===== src/rtl/otter_id_ex_if.sv =====
// Signal bundle between the ID/EX stage and the rest of the OTTER pipeline:
// decoded ID fields, EX/MEM/WB forwarding sources, backpressure/flush, and the ID/EX register outputs.
interface otter_id_ex_if #(
  parameter int XLEN       = 32,
  parameter int REG_ADDR_W = 5
);
  logic                  ID_VALID;
  logic [REG_ADDR_W-1:0] ID_RS1_ADDR;
  logic [REG_ADDR_W-1:0] ID_RS2_ADDR;
  logic                  ID_USES_RS1;
  logic                  ID_USES_RS2;
  logic [XLEN-1:0]       ID_RS1_DATA;
  logic [XLEN-1:0]       ID_RS2_DATA;
  logic [REG_ADDR_W-1:0] ID_RD_ADDR;
  logic                  ID_RD_WE;
  logic                  ID_IS_LOAD;
  logic [XLEN-1:0]       ID_PC;
  logic [XLEN-1:0]       ID_IMM;
  logic [XLEN-1:0]       EX_ALU_RESULT;
  logic [REG_ADDR_W-1:0] MEM_RD_ADDR;
  logic                  MEM_RD_WE;
  logic                  MEM_FWD_VALID;
  logic [XLEN-1:0]       MEM_FWD_DATA;
  logic [REG_ADDR_W-1:0] WB_RD_ADDR;
  logic                  WB_RD_WE;
  logic [XLEN-1:0]       WB_DATA;
  logic                  EX_READY;
  logic                  FLUSH;
  logic                  ID_STALL;
  logic                  EX_VALID;
  logic [XLEN-1:0]       EX_RS1;
  logic [XLEN-1:0]       EX_RS2;
  logic [XLEN-1:0]       EX_PC;
  logic [XLEN-1:0]       EX_IMM;
  logic [REG_ADDR_W-1:0] EX_RD_ADDR;
  logic                  EX_RD_WE;
  logic                  EX_IS_LOAD;

  modport master (
    output ID_VALID, ID_RS1_ADDR, ID_RS2_ADDR, ID_USES_RS1, ID_USES_RS2,
           ID_RS1_DATA, ID_RS2_DATA, ID_RD_ADDR, ID_RD_WE, ID_IS_LOAD, ID_PC, ID_IMM,
           EX_ALU_RESULT, MEM_RD_ADDR, MEM_RD_WE, MEM_FWD_VALID, MEM_FWD_DATA,
           WB_RD_ADDR, WB_RD_WE, WB_DATA, EX_READY, FLUSH,
    input  ID_STALL, EX_VALID, EX_RS1, EX_RS2, EX_PC, EX_IMM, EX_RD_ADDR, EX_RD_WE, EX_IS_LOAD
  );

  modport slave (
    input  ID_VALID, ID_RS1_ADDR, ID_RS2_ADDR, ID_USES_RS1, ID_USES_RS2,
           ID_RS1_DATA, ID_RS2_DATA, ID_RD_ADDR, ID_RD_WE, ID_IS_LOAD, ID_PC, ID_IMM,
           EX_ALU_RESULT, MEM_RD_ADDR, MEM_RD_WE, MEM_FWD_VALID, MEM_FWD_DATA,
           WB_RD_ADDR, WB_RD_WE, WB_DATA, EX_READY, FLUSH,
    output ID_STALL, EX_VALID, EX_RS1, EX_RS2, EX_PC, EX_IMM, EX_RD_ADDR, EX_RD_WE, EX_IS_LOAD
  );
endinterface


===== src/rtl/otter_id_ex_stage.sv =====
// OTTER decode/register-read stage: resolves RS1/RS2 through EX > MEM > WB > regfile forwarding,
// stalls on load-use / pending MEM data, and registers the result into the ID/EX pipeline register.
module otter_id_ex_stage #(
  parameter int XLEN       = 32,
  parameter int REG_ADDR_W = 5
) (
  input logic         CLK,
  input logic         RST,
  otter_id_ex_if.slave bus
);

  typedef struct packed {
    logic            haz;
    logic [XLEN-1:0] data;
  } opnd_t;

  logic                  vld_p1;
  logic [XLEN-1:0]       rs1_p1;
  logic [XLEN-1:0]       rs2_p1;
  logic [XLEN-1:0]       pc_p1;
  logic [XLEN-1:0]       imm_p1;
  logic [REG_ADDR_W-1:0] rd_addr_p1;
  logic                  rd_we_p1;
  logic                  is_load_p1;

  opnd_t op1_p0;
  opnd_t op2_p0;
  logic  haz_p0;

  // The first matching source wins even when its data is not ready; a stale lower-priority
  // value must never be used in its place, so a not-ready match always raises a hazard.
  function automatic opnd_t resolve(input logic [REG_ADDR_W-1:0] rs,
                                    input logic                  uses,
                                    input logic [XLEN-1:0]       rf_data);
    opnd_t r;
    r.haz  = 1'b0;
    r.data = rf_data;
    if (rs == '0) begin
      r.data = '0;
    end else if (vld_p1 && rd_we_p1 && (rd_addr_p1 == rs)) begin
      r.data = bus.EX_ALU_RESULT;
      r.haz  = uses & is_load_p1;
    end else if (bus.MEM_RD_WE && (bus.MEM_RD_ADDR == rs)) begin
      r.data = bus.MEM_FWD_DATA;
      r.haz  = uses & ~bus.MEM_FWD_VALID;
    end else if (bus.WB_RD_WE && (bus.WB_RD_ADDR == rs)) begin
      r.data = bus.WB_DATA;
    end
    return r;
  endfunction

  // Stage p0: operand resolution and hazard detection on the ID-stage instruction
  always_comb begin
    op1_p0 = resolve(bus.ID_RS1_ADDR, bus.ID_USES_RS1, bus.ID_RS1_DATA);
    op2_p0 = resolve(bus.ID_RS2_ADDR, bus.ID_USES_RS2, bus.ID_RS2_DATA);
    haz_p0 = bus.ID_VALID & (op1_p0.haz | op2_p0.haz);
  end

  assign bus.ID_STALL = ~RST & bus.ID_VALID & ~bus.FLUSH & (haz_p0 | ~bus.EX_READY);

  // Stage p1: ID/EX pipeline register
  always_ff @(posedge CLK) begin
    if (RST) begin
      vld_p1     <= 1'b0;
      rs1_p1     <= '0;
      rs2_p1     <= '0;
      pc_p1      <= '0;
      imm_p1     <= '0;
      rd_addr_p1 <= '0;
      rd_we_p1   <= 1'b0;
      is_load_p1 <= 1'b0;
    end else if (bus.FLUSH) begin
      vld_p1 <= 1'b0;
    end else if (!bus.EX_READY) begin
      vld_p1 <= vld_p1;
    end else if (haz_p0) begin
      vld_p1 <= 1'b0;
    end else begin
      vld_p1     <= bus.ID_VALID;
      rs1_p1     <= op1_p0.data;
      rs2_p1     <= op2_p0.data;
      pc_p1      <= bus.ID_PC;
      imm_p1     <= bus.ID_IMM;
      rd_addr_p1 <= bus.ID_RD_ADDR;
      rd_we_p1   <= bus.ID_RD_WE;
      is_load_p1 <= bus.ID_IS_LOAD;
    end
  end

  assign bus.EX_VALID   = vld_p1;
  assign bus.EX_RS1     = rs1_p1;
  assign bus.EX_RS2     = rs2_p1;
  assign bus.EX_PC      = pc_p1;
  assign bus.EX_IMM     = imm_p1;
  assign bus.EX_RD_ADDR = rd_addr_p1;
  assign bus.EX_RD_WE   = rd_we_p1;
  assign bus.EX_IS_LOAD = is_load_p1;

endmodule


===== src/flat_wrapper.sv =====
// flat-port wrapper written by rule: the top's interface ports become plain ports
module otter_id_ex_stage_flat 
#(
  parameter int XLEN       = 32,
  parameter int REG_ADDR_W = 5
)
  (CLK, RST, bus_ID_VALID, bus_ID_RS1_ADDR, bus_ID_RS2_ADDR, bus_ID_USES_RS1, bus_ID_USES_RS2, bus_ID_RS1_DATA, bus_ID_RS2_DATA, bus_ID_RD_ADDR, bus_ID_RD_WE, bus_ID_IS_LOAD, bus_ID_PC, bus_ID_IMM, bus_EX_ALU_RESULT, bus_MEM_RD_ADDR, bus_MEM_RD_WE, bus_MEM_FWD_VALID, bus_MEM_FWD_DATA, bus_WB_RD_ADDR, bus_WB_RD_WE, bus_WB_DATA, bus_EX_READY, bus_FLUSH, bus_ID_STALL, bus_EX_VALID, bus_EX_RS1, bus_EX_RS2, bus_EX_PC, bus_EX_IMM, bus_EX_RD_ADDR, bus_EX_RD_WE, bus_EX_IS_LOAD);
  otter_id_ex_if #(.XLEN(XLEN), .REG_ADDR_W(REG_ADDR_W)) bus_i ();
  input logic CLK;
  input logic RST;
  input wire logic [$bits(bus_i.ID_VALID)-1:0] bus_ID_VALID;
  input wire logic [$bits(bus_i.ID_RS1_ADDR)-1:0] bus_ID_RS1_ADDR;
  input wire logic [$bits(bus_i.ID_RS2_ADDR)-1:0] bus_ID_RS2_ADDR;
  input wire logic [$bits(bus_i.ID_USES_RS1)-1:0] bus_ID_USES_RS1;
  input wire logic [$bits(bus_i.ID_USES_RS2)-1:0] bus_ID_USES_RS2;
  input wire logic [$bits(bus_i.ID_RS1_DATA)-1:0] bus_ID_RS1_DATA;
  input wire logic [$bits(bus_i.ID_RS2_DATA)-1:0] bus_ID_RS2_DATA;
  input wire logic [$bits(bus_i.ID_RD_ADDR)-1:0] bus_ID_RD_ADDR;
  input wire logic [$bits(bus_i.ID_RD_WE)-1:0] bus_ID_RD_WE;
  input wire logic [$bits(bus_i.ID_IS_LOAD)-1:0] bus_ID_IS_LOAD;
  input wire logic [$bits(bus_i.ID_PC)-1:0] bus_ID_PC;
  input wire logic [$bits(bus_i.ID_IMM)-1:0] bus_ID_IMM;
  input wire logic [$bits(bus_i.EX_ALU_RESULT)-1:0] bus_EX_ALU_RESULT;
  input wire logic [$bits(bus_i.MEM_RD_ADDR)-1:0] bus_MEM_RD_ADDR;
  input wire logic [$bits(bus_i.MEM_RD_WE)-1:0] bus_MEM_RD_WE;
  input wire logic [$bits(bus_i.MEM_FWD_VALID)-1:0] bus_MEM_FWD_VALID;
  input wire logic [$bits(bus_i.MEM_FWD_DATA)-1:0] bus_MEM_FWD_DATA;
  input wire logic [$bits(bus_i.WB_RD_ADDR)-1:0] bus_WB_RD_ADDR;
  input wire logic [$bits(bus_i.WB_RD_WE)-1:0] bus_WB_RD_WE;
  input wire logic [$bits(bus_i.WB_DATA)-1:0] bus_WB_DATA;
  input wire logic [$bits(bus_i.EX_READY)-1:0] bus_EX_READY;
  input wire logic [$bits(bus_i.FLUSH)-1:0] bus_FLUSH;
  output wire logic [$bits(bus_i.ID_STALL)-1:0] bus_ID_STALL;
  output wire logic [$bits(bus_i.EX_VALID)-1:0] bus_EX_VALID;
  output wire logic [$bits(bus_i.EX_RS1)-1:0] bus_EX_RS1;
  output wire logic [$bits(bus_i.EX_RS2)-1:0] bus_EX_RS2;
  output wire logic [$bits(bus_i.EX_PC)-1:0] bus_EX_PC;
  output wire logic [$bits(bus_i.EX_IMM)-1:0] bus_EX_IMM;
  output wire logic [$bits(bus_i.EX_RD_ADDR)-1:0] bus_EX_RD_ADDR;
  output wire logic [$bits(bus_i.EX_RD_WE)-1:0] bus_EX_RD_WE;
  output wire logic [$bits(bus_i.EX_IS_LOAD)-1:0] bus_EX_IS_LOAD;
  assign bus_i.ID_VALID = bus_ID_VALID;
  assign bus_i.ID_RS1_ADDR = bus_ID_RS1_ADDR;
  assign bus_i.ID_RS2_ADDR = bus_ID_RS2_ADDR;
  assign bus_i.ID_USES_RS1 = bus_ID_USES_RS1;
  assign bus_i.ID_USES_RS2 = bus_ID_USES_RS2;
  assign bus_i.ID_RS1_DATA = bus_ID_RS1_DATA;
  assign bus_i.ID_RS2_DATA = bus_ID_RS2_DATA;
  assign bus_i.ID_RD_ADDR = bus_ID_RD_ADDR;
  assign bus_i.ID_RD_WE = bus_ID_RD_WE;
  assign bus_i.ID_IS_LOAD = bus_ID_IS_LOAD;
  assign bus_i.ID_PC = bus_ID_PC;
  assign bus_i.ID_IMM = bus_ID_IMM;
  assign bus_i.EX_ALU_RESULT = bus_EX_ALU_RESULT;
  assign bus_i.MEM_RD_ADDR = bus_MEM_RD_ADDR;
  assign bus_i.MEM_RD_WE = bus_MEM_RD_WE;
  assign bus_i.MEM_FWD_VALID = bus_MEM_FWD_VALID;
  assign bus_i.MEM_FWD_DATA = bus_MEM_FWD_DATA;
  assign bus_i.WB_RD_ADDR = bus_WB_RD_ADDR;
  assign bus_i.WB_RD_WE = bus_WB_RD_WE;
  assign bus_i.WB_DATA = bus_WB_DATA;
  assign bus_i.EX_READY = bus_EX_READY;
  assign bus_i.FLUSH = bus_FLUSH;
  assign bus_ID_STALL = bus_i.ID_STALL;
  assign bus_EX_VALID = bus_i.EX_VALID;
  assign bus_EX_RS1 = bus_i.EX_RS1;
  assign bus_EX_RS2 = bus_i.EX_RS2;
  assign bus_EX_PC = bus_i.EX_PC;
  assign bus_EX_IMM = bus_i.EX_IMM;
  assign bus_EX_RD_ADDR = bus_i.EX_RD_ADDR;
  assign bus_EX_RD_WE = bus_i.EX_RD_WE;
  assign bus_EX_IS_LOAD = bus_i.EX_IS_LOAD;
  otter_id_ex_stage #(.XLEN(XLEN), .REG_ADDR_W(REG_ADDR_W)) u_core (.CLK(CLK), .RST(RST), .bus(bus_i));
endmodule

===== config.mk =====
export PLATFORM = sky130hd
export DESIGN_NAME = otter_id_ex_stage_flat
export DESIGN_NICKNAME = d
export VERILOG_FILES = /design/src/rtl/otter_id_ex_if.sv /design/src/rtl/otter_id_ex_stage.sv /design/src/flat_wrapper.sv
export SDC_FILE = /design/constraint.sdc
export NUM_CORES = 1
export LEC_CHECK = 0
export BUFFER_PORTS_ARGS = -buffer_cell sky130_fd_sc_hd__buf_4
export CAP_MARGIN = 25
export CORE_AREA = 2 2 153 155
export CTS_CLUSTER_SIZE = 30
export DETAILED_ROUTE_END_ITERATION = 10
export DIE_AREA = 0 0 155 157
export PLACE_DENSITY = 0.6
export SLEW_MARGIN = 20
export SYNTH_ARGS = -nofsm -noshare
export SYNTH_HDL_FRONTEND = slang
export SYNTH_SLANG_ARGS = --single-unit

===== constraint.sdc =====
create_clock -name CLK -period 3.29 [get_ports CLK]
set_input_delay 0.658 -clock CLK [delete_from_list [all_inputs] [get_ports CLK]]
set_output_delay 0.658 -clock CLK [all_outputs]
set_load 0.01 [all_outputs]

; Yosys cells after proc, flatten, opt, wreduce, memory -nomap -nowiden
; Index checks and enable logic that the tools add are counted.
[word_totals]
mem_count = 0
latchBits = 0
word_cells = 53
ram_bits = 0
inputBits = 261
ff_bits = 136
mem_bits_ro = 0
[classes]
muxes = 13
addsub = 0
order_cmp = 0
n_mul = 0
eq_ne = 6
shift = 0
n_bitwise = 15
reduce_logical = 11
div_mod_pow = 0
[op_table]
columns = operator, count
row1 = 2-to-1 mux 32 bit, 6
row2 = 2-to-1 mux 33 bit, 2
row3 = == test 5 bit, 6
row4 = logical NOT 5 bit, 2
row5 = AND 1 bit, 8
row6 = logical AND 1 bit, 7
row7 = 2-to-1 mux 1 bit, 5
row8 = NOT 1 bit, 5
row9 = AND reduction 3 bit, 1
row10 = OR 1 bit, 2
row11 = OR reduction 2 bit, 1

; Depth between registers and ports, before layout
[logic_depth]
ltp_word = 10
ltp_mapped = 10
ltp_nobuf = 7

; Worst setup path after synthesis
; OpenSTA, ideal clock, no wires.
[synth_path]
kind = in2out
startpoint = input bus_ID_RS1_ADDR[1]
endpoint = output bus_ID_STALL
path_buffers = 0
arrival_time_ps = 1935
slack_ps = 697
cell_stages = 6
t_required_ps = 2632
cell_sequence = xor2_1 > nor4_2 > nand4_2 > mux2i_1 > a2bb2oi_1 > a21oi_1
[synth_between]
elab_chain_len = 9
elab_cells_between_ends = 12
cone_classes = eq/ne: 2 / mux: 3 / bitwise: 4 / reduce/logical: 3
[synth_rtl]
columns = element, line_no
row1 = start: declaration, flat_wrapper.sv:12  ; input wire logic [$bits(bus_i.ID_RS1_ADDR)-1:0] bus_ID_RS1_ADDR;
row2 = == test 5 bit, otter_id_ex_stage.sv:43  ; end else if (bus.MEM_RD_WE && (bus.MEM_RD_ADDR == rs)) begin
row3 = logical AND 1 bit, otter_id_ex_stage.sv:43
row4 = 2-to-1 mux 1 bit, otter_id_ex_stage.sv:43
row5 = 2-to-1 mux 33 bit, otter_id_ex_stage.sv:40  ; end else if (vld_p1 && rd_we_p1 && (rd_addr_p1 == rs)) begin
row6 = 2-to-1 mux 1 bit *, otter_id_ex_stage.sv:38  ; if (rs == '0) begin
row7 = OR 1 bit *, otter_id_ex_stage.sv:56  ; haz_p0 = bus.ID_VALID & (op1_p0.haz | op2_p0.haz);
row8 = AND 1 bit *, otter_id_ex_stage.sv:56
row9 = OR 1 bit *, otter_id_ex_stage.sv:59  ; assign bus.ID_STALL = ~RST & bus.ID_VALID & ~bus.FLUSH & (haz_p0 | ~bus.EX_READY);
row10 = AND 1 bit *, otter_id_ex_stage.sv:59
row11 = end: declaration, flat_wrapper.sv:33  ; output wire logic [$bits(bus_i.ID_STALL)-1:0] bus_ID_STALL;
; Every way passes the cells marked *; elsewhere a longest branch is shown, timed or not.

; Final worst setup path
[layout_path]
startpoint = register u_core.rd_addr_p1[4], in the netlist u_core.bus.EX_RD_ADDR[4]
endpoint = output bus_ID_STALL
[layout_between]
elab_chain_len = 8
elab_cells_between_ends = 12
cone_classes = eq/ne: 2 / mux: 4 / bitwise: 4 / reduce/logical: 2
[layout_rtl]
columns = element, line_no
row1 = start: declaration, otter_id_ex_stage.sv:22  ; logic [REG_ADDR_W-1:0] rd_addr_p1;
row2 = start signal: assignment, otter_id_ex_stage.sv:84  ; rd_addr_p1 <= bus.ID_RD_ADDR;
row3 = == test 5 bit, otter_id_ex_stage.sv:40
row4 = logical AND 1 bit, otter_id_ex_stage.sv:40
row5 = 2-to-1 mux 33 bit, otter_id_ex_stage.sv:40
row6 = 2-to-1 mux 1 bit, otter_id_ex_stage.sv:38
row7 = OR 1 bit *, otter_id_ex_stage.sv:56
row8 = AND 1 bit *, otter_id_ex_stage.sv:56
row9 = OR 1 bit *, otter_id_ex_stage.sv:59
row10 = AND 1 bit *, otter_id_ex_stage.sv:59
; Marked as above.

==> impl_results.md <==
* Area grow syn2layout at 51.1%
* CP Buf/Inv Count at 1
* Die area at 24300 um^2
* Diode count at 0
* Fin. max-slew vios at 0
* Max-cap violations at 0
* Final Non-Filler Cells at 1582
* CP required at 2630 ps
* Simple-gate share of the synthesized area at 16.1%
* Hold path depth at 2
* Number of global-route vias before repair at approximately 8700
* Core box area at 22500 um^2
* Max frequency at 336 MHz
* Die width at 155 um
* CTS clk-pin slew, worst paths at 60 ps
* Top sig layer: met4
* Worst-path fanout max at 4
* Initial core utilization at 33.4%
* Internal reg-to-reg setup slack at a little under 800 ps
* Gr ovfl total at 0
* DR pass1 iterations at 5
* WHS Endpoint: u_core.bus.EX_VALID$_SDFFE_PP0P_
* CTS tree: built
* Clk_skew at 11.0 ps
* DRT antenna net count at 0
* GPL Wtd Cong at 0.895
* R2R Path Start: u_core.bus.EX_RD_ADDR[1]$_SDFFE_PP0P_
* Tcrit/Tclk final at 90.4%
* Sequential share of the synthesized area at 36.3%
* Critical Path Max Stage Delay at 380 ps
* Met3 wire len at 2430 um
* M1 wire length at ~14000 um
* XOR/XNOR Fraction of Synth Area at 3.50%
* Drt wl/cell at 20.6 um
* RR Endpoint: u_core.bus.EX_PC[26]$_SDFFE_PP0P_
* Ports at between 300 and 400
* # Post-CTS Setup Buffers at 0
* Primary FF master, synth: dfxtp_1
* Run status: complete, no violations
* DIE HEIGHT at 157 um
* Hold-fix buffers, CTS at 0
* CP arrival at 2320 ps
* Layout cells sized above 1 at 36.2%
* DP HPWL at 23000 um
* Min-delay src: bus_FLUSH
* Synthesized area per cell at 7.87 um^2
* Net Count, Synth at 1214
* Root Buffer: clkbuf_16
* VDD IR max at 229 uV
* Vias per cell at around 5.5
* Relative slew slack at between 50% and 60%
* Lkg Pwr at 4.54 nW
* First-pass GRT wire length at 48900 um
* RSZ-0062 raised after global routing: no
* Routed WL at 32600 um
* Worst reg2reg path depth at 9
* Maximum root-to-sink buffer count at 2
* Clk_lat worst skew at 420 ps
* P per Cell Area at 418 nW/um^2
* Cell family with most CP delay: simple AND/OR/NAND/NOR gates
* Complex-gate fraction of the synthesized area at 28.3%
* FP Rows at between 50 and 60
* Nets@finish at 1545
* Mux contribution to synthesized area at 8.82%
* Most frequent cells in the layout: buf_4, a21oi_1, nand3_1, dfxtp_1, o21ai_0
* Setup TNS at 0 ps
* Clock sinks at 136
* Initial drt markers at 608
* Hold Path Class: in -> reg
* Post-synth EDFFs at 0
* Worst path slowest cell: mux2_2
* Final setup viols at 0
* Antenna violations before repair at 0
* Pre-CTS setup slack at 321 ps
* Htree depth at 4
* Synth async-reset ratio at 0%
* Power, Total at around 4.7 mW
* Most common cell after layout, fill and taps aside: buf_4
* Critical Path Start Type: flip-flop
* Post-Synthesis Cells at 953
* Yosys cell types at 34
* Total Routing Usage GR at 25.7%
* Final hold vios at 0
* WL met2 at approximately 15000 um
* Dpl cells at 1550
* PostCTS Resize Cnt at 0
* Port bufs at 397
* Adder-Cell Fraction of Synth Area at 0%
* Worst slew pin tran at about 710 ps
* Crit path kind: reg -> out
* Crit-path cells: xor2_1, nor4_1, nand4_1, mux2_2, a2bb2oi_1, a21oi_1, buf_4
* Fill count at 2241
* Post-route DRC at 0
* YS warnings at 0
* Final min period at 2970 ps
* Cell area after synthesis at 7500 um^2
* Cts bufs inserted at 17
* Largest net degree at the start of global routing at 65
* Largest family of logic cells by synthesized area: compound AO/OA/AOI/OAI gates
* Worst Setup End Kind: output port
* Routed vias at 8765
* Setup slack after layout at 315 ps
* Yosys reg bits at 136
-- cell families (layout without fill, tap and decap cells) --
family	after synthesis	after routing
buf+inv	113	457
xor+xnor	30	30
compound gates	373	373
mux	66	66
flops	136	136
simple gates	235	235
-- synthesized netlist by cell type, types with 6 or more instances --
cell | number | area, um^2
a21oi_1 | 169 | 846
nand3_1 | 139 | 696
dfxtp_1 | 136 | 2720
o21ai_0 | 103 | 515
clkbuf_1 | 68 | 255
mux2i_1 | 65 | 651
a211oi_1 | 64 | 480
nor2_1 | 36 | 135
nand4_1 | 33 | 206
o211ai_1 | 33 | 248
buf_2 | 19 | 95.1
xor2_1 | 16 | 140
xnor2_1 | 14 | 123
buf_4 | 8 | 60.1
nand2_1 | 8 | 30.0
buf_6 | 6 | 67.6
clkbuf_2 | 6 | 30.0
-- worst max path at each step --
stage | start | endpoint | cells after the start
final | u_core.bus.EX_RD_ADDR[4]$_SDFFE_PP0P_ | bus_ID_STALL | 7
after global routing | u_core.bus.EX_RD_ADDR[4]$_SDFFE_PP0P_ | bus_ID_STALL | 7
after CTS | u_core.bus.EX_RD_ADDR[4]$_SDFFE_PP0P_ | bus_ID_STALL | 7
after detailed placement | bus_ID_RS2_ADDR[4] | bus_ID_STALL | 8
after global placement | bus_ID_RS2_ADDR[4] | bus_ID_STALL | 8
after floorplan | bus_ID_RS1_ADDR[1] | bus_ID_STALL | 6
-- area by class of cell --
| cell class | instances | area, um^2 | share of cell area [%] |
|---|---|---|---|
| multi-input combinational | 704 | 4300 | 38.0 |
| timing repair buffer | 423 | 3330 | 29.3 |
| tap | 285 | 357 | 3.14 |
| clock buffer | 18 | 439 | 3.87 |
| sequential | 136 | 2720 | 24.0 |
| clock inverter | 14 | 184 | 1.62 |
| inverter | 2 | 7.51 | 0.0662 |
-- flip-flops by register name, summed over array words and instances (netlist names) --
name	cells
u_core.bus.EX_PC	32
u_core.bus.EX_RS1	32
u_core.bus.EX_RS2	32
u_core.bus.EX_VALID	1
u_core.bus.EX_IMM	32
u_core.bus.EX_RD_ADDR	5
u_core.bus.EX_RD_WE	1
u_core.bus.EX_IS_LOAD	1
-- worst register-to-register path: cells and delay by family (launching register included) --
kind | cells | cell delay, ps
buffers and inverters | 2 | 600
XOR/XNOR | 1 | 190
multiplexers | 1 | 170
AO/OA/AOI/OAI | 3 | 610
flip-flops | 1 | 370
AND/OR/NAND/NOR | 2 | 500
-- per-layer routing --
metal / up-vias / GRT usage (%)
met5: - / 0
met4: 0 / 11.2
met3: 63 / 6.17
met2: 394 / 43.0
met1: 4103 / 31.5
li1: 4205 / -
-- where the power goes --
group / total, mW / switching, mW / internal (mW)
Sequential: 1.78 / 0.0474 / 1.73
Clock: 2.07 / 0.834 / 1.24
Combinational: 0.883 / 0.417 / 0.466
Total: 4.74 / 1.30 / 3.44
-- through the flow --
step	area [um^2]	util, %	hold slack (ps)
floorplan	7500	-	494
global placement	10700	47.6	457
detailed placement	10700	47.6	464
CTS	11300	50.4	408
global route	11300	50.4	425
finish	11300	50.4	430
Power figures use the tool's default switching activity.
